**src/rtl/seq_divider.sv**
```systemverilog
// Sequential signed divider: 16-bit dividend / 8-bit divisor, restoring algorithm.
// One quotient bit per cycle over 16 CALC cycles, sign fix-up in FIX.
// Optional Error output is compiled in when SEQDIV_ERR_EN is defined.
module seq_divider (
    input  logic        clk,
    input  logic        Resetn,
    input  logic        Start,
    input  logic [15:0] Dividend,
    input  logic [7:0]  Divisor,
    output logic        Finish,
    output logic [7:0]  Quotient,
    output logic [7:0]  Remainder
`ifdef SEQDIV_ERR_EN
    ,
    output logic        Error
`endif
);

    typedef enum logic [1:0] {StIdle, StCalc, StFix} state_t;

    state_t      r_state;
    state_t      w_state_next;
    logic        w_accept;

    logic [3:0]  r_count;
    logic [15:0] r_work;      // dividend magnitude shifts out, quotient bits shift in
    logic [8:0]  r_dvs;       // divisor magnitude, 9 bits so -128 becomes 128
    logic [8:0]  r_rem;
    logic        r_neg_q;
    logic        r_neg_r;
    logic        r_zero;
    logic [7:0]  r_dvd_lo;
    logic        r_finish;
    logic [7:0]  r_quot;
    logic [7:0]  r_remd;

    logic [15:0] w_abs_dvd;
    logic [8:0]  w_abs_dvs;
    logic [9:0]  w_shift;
    logic [9:0]  w_trial;
    logic [16:0] w_q_signed;
    logic [7:0]  w_r_signed;

    assign w_abs_dvd  = Dividend[15] ? (16'd0 - Dividend) : Dividend;
    assign w_abs_dvs  = Divisor[7] ? (9'd0 - {Divisor[7], Divisor}) : {1'b0, Divisor};
    assign w_shift    = {r_rem, r_work[15]};
    assign w_trial    = w_shift - {1'b0, r_dvs};
    assign w_q_signed = r_neg_q ? (17'd0 - {1'b0, r_work}) : {1'b0, r_work};
    assign w_r_signed = r_neg_r ? (8'd0 - r_rem[7:0]) : r_rem[7:0];

`ifdef SEQDIV_ERR_EN
    logic r_error;
    logic w_ovf;

    // Signed quotient outside -128..127
    assign w_ovf = r_neg_q ? (r_work > 16'd128) : (r_work > 16'd127);
    assign Error = r_error;

    // Error flag: set in FIX on overflow or zero divisor, cleared on accept
    always_ff @(posedge clk or posedge Resetn) begin
        if (Resetn) begin
            r_error <= 1'b0;
        end else if (w_accept) begin
            r_error <= 1'b0;
        end else if (r_state == StFix) begin
            r_error <= r_zero | w_ovf;
        end
    end
`endif

    assign Finish    = r_finish;
    assign Quotient  = r_quot;
    assign Remainder = r_remd;

    // State register
    always_ff @(posedge clk or posedge Resetn) begin
        if (Resetn) begin
            r_state <= StIdle;
        end else begin
            r_state <= w_state_next;
        end
    end

    // Next-state logic; Start is only looked at in IDLE
    always_comb begin
        w_state_next = r_state;
        w_accept     = 1'b0;
        case (r_state)
            StIdle: begin
                if (Start) begin
                    w_accept     = 1'b1;
                    w_state_next = (Divisor == 8'd0) ? StFix : StCalc;
                end
            end
            StCalc: begin
                if (r_count == 4'd15) begin
                    w_state_next = StFix;
                end
            end
            StFix:   w_state_next = StIdle;
            default: w_state_next = StIdle;
        endcase
    end

    // Datapath: capture on accept, one restoring step per CALC cycle, sign fix in FIX
    always_ff @(posedge clk or posedge Resetn) begin
        if (Resetn) begin
            r_count  <= 4'd0;
            r_work   <= 16'd0;
            r_dvs    <= 9'd0;
            r_rem    <= 9'd0;
            r_neg_q  <= 1'b0;
            r_neg_r  <= 1'b0;
            r_zero   <= 1'b0;
            r_dvd_lo <= 8'd0;
            r_finish <= 1'b0;
            r_quot   <= 8'd0;
            r_remd   <= 8'd0;
        end else begin
            case (r_state)
                StIdle: begin
                    if (w_accept) begin
                        r_count  <= 4'd0;
                        r_work   <= w_abs_dvd;
                        r_dvs    <= w_abs_dvs;
                        r_rem    <= 9'd0;
                        r_neg_q  <= Dividend[15] ^ Divisor[7];
                        r_neg_r  <= Dividend[15];
                        r_zero   <= (Divisor == 8'd0);
                        r_dvd_lo <= Dividend[7:0];
                        r_finish <= 1'b0;
                    end
                end
                StCalc: begin
                    if (!w_trial[9]) begin
                        r_rem  <= w_trial[8:0];
                        r_work <= {r_work[14:0], 1'b1};
                    end else begin
                        r_rem  <= w_shift[8:0];
                        r_work <= {r_work[14:0], 1'b0};
                    end
                    r_count <= r_count + 4'd1;
                end
                StFix: begin
                    r_finish <= 1'b1;
                    if (r_zero) begin
                        r_quot <= 8'h00;
                        r_remd <= r_dvd_lo;
                    end else begin
                        r_quot <= w_q_signed[7:0];
                        r_remd <= w_r_signed;
                    end
                end
                default: ;
            endcase
        end
    end

endmodule

```
**config.mk**
```make
export PLATFORM = sky130hd
export DESIGN_NAME = seq_divider
export DESIGN_NICKNAME = d
export VERILOG_FILES = /design/src/rtl/seq_divider.sv
export SDC_FILE = /design/constraint.sdc
export NUM_CORES = 1
export LEC_CHECK = 0
export ABC_AREA = 1
export BUFFER_PORTS_ARGS = -buffer_cell sky130_fd_sc_hd__buf_2
export CAP_MARGIN = 20
export CORE_MARGIN = 2
export CORE_UTILIZATION = 50
export CTS_CLUSTER_SIZE = 25
export DETAILED_ROUTE_END_ITERATION = 12
export GPL_TIMING_DRIVEN = 0
export HOLD_SLACK_MARGIN = 0.02
export PLACE_DENSITY = 0.7
export SLEW_MARGIN = 10
export SYNTH_ARGS = -nofsm -noshare
export SYNTH_HDL_FRONTEND = slang
export SYNTH_SLANG_ARGS = --single-unit
```
**constraint.sdc**
```tcl
create_clock -name clk -period 3.55 [get_ports clk]
set_input_delay 0.71 -clock clk [delete_from_list [all_inputs] [get_ports clk]]
set_output_delay 0.71 -clock clk [all_outputs]
set_load 0.02 [all_outputs]
```
* After elaboration in Yosys (flattened, before gate mapping) *
Index checks and enable logic that the tools add are counted.
W data, S select, Z words.

operators by class
  reduce and logical (&&, ||, !) cells = 8
  bitwise logic cells = 1
  add/sub/neg operators = 6
  equality and inequality tests = 6
  multiplexer cells = 22

operator list
  cell                     count
  $mux W16                 2
  $mux W8                  4
  $pmux W16 S2             1
  $mux W9                  3
  $pmux W9 S2              1
  $sub A1 B16 Y16 const A  1
  $sub A1 B8 Y8 const A    2
  $sub A10 B9 Y10          1
  $sub A1 B8 Y9 const A    1
  $logic_not A8 Y1         1
  $pmux W4 S2              1
  $reduce_and A2 Y1        4
  $mux W2                  3
  $ne A2 B2 Y1 const B     3
  $add A4 B1 Y4 const B    1
  $eq A4 B4 Y1 const B     1
  $mux W1                  4
  $mux W4                  1
  $pmux W2 S2              1
  $reduce_bool A2 Y1       2
  $eq A2 B1 Y1 const B     1
  $eq A2 B2 Y1 const B     1
  $logic_not A2 Y1         1
  $pmux W1 S2              1
  $xor A1 B1 Y1            1

storage, ports and cells
  output and inout bits = 17
  input port bits = 27
  flip-flop bits (word level) = 68

* Logic depth before layout (Yosys ltp) *
  depth in word-level cells = 4
  mapped depth = 13
  mapped depth without buffers = 13

* Worst setup path before layout *
Ideal clock, no wire load.

  path type = register to register
  start = register r_work[15]
  end = register r_rem[8]
  cell stages (with the launch flop) = 13
  slack = 1862 ps
  clock period less this slack = 1688 ps
  data required time = 3433 ps
  arrival = 1571 ps
  cell sequence = dfrtp_1 > inv_1 > ha_1 > inv_1 > fa_1 > nand3_1 > nand2_1 > nand2_1 > nand3b_1 > nand2_1 > nand3_1 > nand3_1 > nand2_1

on the way
  word-level cells in the longest chain between the ends = 3

RTL lines
  item                      RTL line  source
  start: declaration        26        logic [15:0] r_work;
  start signal: assignment  124       r_work <= w_abs_dvd;
  start signal: assignment  137       r_work <= {r_work[14:0], 1'b1};
  start signal: assignment  140       r_work <= {r_work[14:0], 1'b0};
  $sub A10 B9 Y10           47        assign w_trial = w_shift - {1'b0, r_dvs};
  $mux W9                   135       if (!w_trial[9]) begin
  $pmux W9 S2               120       case (r_state)
  end signal: assignment    136       r_rem <= w_trial[8:0];
  end signal: assignment    139       r_rem <= w_shift[8:0];
  end: declaration          28        logic [8:0] r_rem;

No other way between the ends.
A chain may end at the register's enable or synchronous reset.

* Worst setup path in the final report *
  start = register r_work[15]
  end = register r_rem[6]

Same word-level chain as after synthesis.

==> run summary <==
In this run the cell area measured after placement is 0.00455 mm2. TritonCTS built the clock tree. The commonest cells after synthesis are nand2_1 (137), dfrtp_1 (68), inv_1 (64).

The number of port buffers is 43, and the cell row count is 33. From bottom edge to top edge, the die measures 95.4 um. Measured on the finished design, the core utilization comes to 58.5%. The power density over the cells works out to 985 mW/mm2.

The tools report the endpoint type of the worst setup path as a register. The flow ran to the end, and the final reports show no timing, DRC or antenna violations. The count of mapped cells out of synthesis is 547, and the actual slew at the worst max-slew pin is 434 ps. Yosys attributes the largest share of cell area to dfrtp_1 (41%), nand2_1 (12%), nand3_1 (7.0%). The worst pin sits at a relative slew slack of 70.9%.

Data required time at the worst endpoint: 3790 ps. After detailed routing, the total wire length is 9.95 mm. The finished cells cover 0.00478 mm2. The worst-case clock buffer depth came out at 2.

The root buffer selected by CTS was clkbuf_8. For this run, the detailed router's first-pass iteration total came to 4. The total overflow left after global routing is 0. The worst voltage drop across the vdd grid was 0.000343 V; the minimum setup slack after placement was 1500 ps.

Summed over all failing endpoints, the final setup total negative slack is 0 ps. The initial utilization of the core area, before any placement, comes to 51.1%. The portion of the clock cycle consumed by the worst path in the final layout was 55.1%. Post-CTS repair changed the size of 0 cells. Number of top-level design ports: 44. Tracing the worst setup path back leads to its startpoint at r_work[15]. The per-cell routed wire length came out at 14.0 um. Yosys mapped a number of flops with a built-in enable equal to 0. For the number of antenna violations at the first check in global routing, the log shows 0. Final hold analysis gives a worst-case slack of 306 ps. The final hold violation count was 0; the count of yosys warnings during synthesis was 0. The maximum number of pins on one net before global-route repair was 51. The synthesized netlist occupies a cell area of 0.00418 mm2. Shortest period the worst path allows: 1950 ps. The tools report the kind of start point of the critical path as a register. CTS saw 68 sinks. Launch point of the worst reg-to-reg path: r_work[15].

After the first detailed-routing iteration, the DRC count stood at 186. For the number of failing setup endpoints in the final timing report, the log shows 0. At the later pin of the worst-skew pair, clock insertion delay measures 350 ps.

In the synthesized netlist the async set-or-reset flop fraction comes to 100%. For the number of buffers created by CTS, the log shows 9. Via density per instance: 5.27.

Summed over all instances, the cell type with the most area after synthesis is dfrtp_1. Compared with the post-synthesis result, the final layout area differs by 14.5%. In this run, synthesis produced a sequential element count of 68.

The synthesized net count is 589. The layout has 799 filler cells. The critical path is of the register to register type. From left edge to right edge, the die measures 95.4 um.

Buffers inserted to repair hold after CTS numbered 0. Clock skew on the completed layout was measured at 5.63 ps. The worst path setup slack after routing came out at 1600 ps. Overall power consumption after layout is estimated at 4.71 mW. The die covers 0.00910 mm2. The tools report the leakage power as 2.47 nW.

The number of cells in the finished layout apart from fillers is 712. Detailed placement ended at an HPWL of 7.66 mm. Data on the critical path arrives at its endpoint at 2200 ps. The fraction of layout instances using a drive strength above 1 works out to 15.8%.

The total routing resource utilization after global routing is 24.0%. Most common flop cell mapped by yosys: dfrtp_1. The share of Yosys cell area claimed by the top area cell type came out at 40.8%. The proportion of synthesized chip area in sequential cells was 40.8%; the top fanout value on the critical path was 4.

The first global-routing pass estimated 16.8 mm of wire. After clock tree synthesis, the clock-pin slew on the worst setup and hold paths is 70 ps. The most instantiated library cell after synthesis was nand2_1. The worst hold path belongs to the class input port to async pin. The tool flagged a number of max-cap violations equal to 0. The number of instances in the placed design is 696. The total count of max-transition violations in the final report is 0, and the routability congestion estimate from global placement is 0.867.

At the end of the flow, the number of nets in the layout was 644. Post-CTS timing repair inserted 0 buffers for setup. 0 antenna diodes ended up in the layout.

The via count of the first global-routing pass is 3526, and the core region area is 0.00818 mm2. The vias after detailed routing is 3752, and the remaining routing DRC violations is 0. The highest achievable clock rate is 0.512 GHz. Setup repair after global routing left no endpoint under its margin.

The H-tree level count was 3; the number of distinct library cell variants in the gate-level netlist after synthesis was 42. The mean instance size in the synthesized netlist works out to 7.63 um2. The run gives 0 as the antenna violation net count after detailed routing.
-- registers in the layout (all words and copies together), names as in the netlist --
signal and cells:
Finish 1, Quotient 8, Remainder 8, r_count 4, r_dvd_lo 8, r_dvs 9
r_neg_q 1, r_neg_r 1, r_rem 9, r_state 2, r_work 16, r_zero 1
-- kinds of logic after synthesis --
family,after synthesis,synth area share (%)
buffers and inverters,86,8.36
XOR/XNOR,19,3.99
flip-flops,68,40.8
AND/OR/NAND/NOR,263,28.9
adder cells (fa/ha/maj),15,4.67
AO/OA/AOI/OAI,96,13.4
-- where the power goes --
group          leakage (nW)  internal [mW]  switching (mW)  total, mW
clock                 0.114          0.436           0.306      0.742
combinational          1.50          0.953            1.60       2.55
sequential            0.850           1.14           0.280       1.42
total                  2.47           2.53            2.18       4.71
-- critical path, cell delays in order, from the launching register on --
cell and delay [ps]:
dfrtp_1 400, inv_1 90, ha_1 140, inv_1 100, fa_1 430, nand3_1 90, nand2_1 110, nand2_1 100
nand3b_1 80, nand2_1 90, nand3_1 80, nand3_1 80, nand2_1 50
-- routing by layer --
layer	vias to the layer above	global-route usage, %	wire length, um
met5	-	0	0
met4	0	7.38	151
met3	15	4.74	422
met2	82	38.7	4650
met1	1759	32.7	4730
li1	1896	-	-
-- cells in the final DEF (no fill, tap or decap), types with 3 or more instances in the layout --
cell type	instances
a21oi_1	18
a22oi_1	13
buf_2	50
clkbuf_1	6
clkbuf_8	11
dfrtp_1	68
ha_1	14
inv_1	63
inv_2	6
nand2_1	137
nand2_2	6
nand2_4	3
nand3_1	58
nand3b_1	3
nor2_1	38
nor2_4	3
nor3_1	5
o21ai_0	45
o21ai_1	7
xnor2_1	5
xor2_1	14
-- final timing paths --
check                               endpoint  slack (ps)  cells after the start
worst min register to register  Remainder[2]         480                      2
worst min-delay path             Quotient[5]         310                      2
worst max-delay path                r_rem[6]        1600                     12
worst max register to register      r_rem[6]        1600                     12
min in group clk                Remainder[2]         480                      2
max in group asynchronous           r_dvs[3]        2720                      3
-- final cells by class --
class,instances,area (um2),area share [%]
inverters,72,275,5.76
repair buffers,44,243,5.08
well taps,105,131,2.75
multi-input cells,393,2120,44.5
plain buffers,14,76.3,1.60
clock inverters,3,68.8,1.44
flip-flops and latches,68,1700,35.6
clock buffers,13,159,3.32
Power figures use the tool's default switching activity.
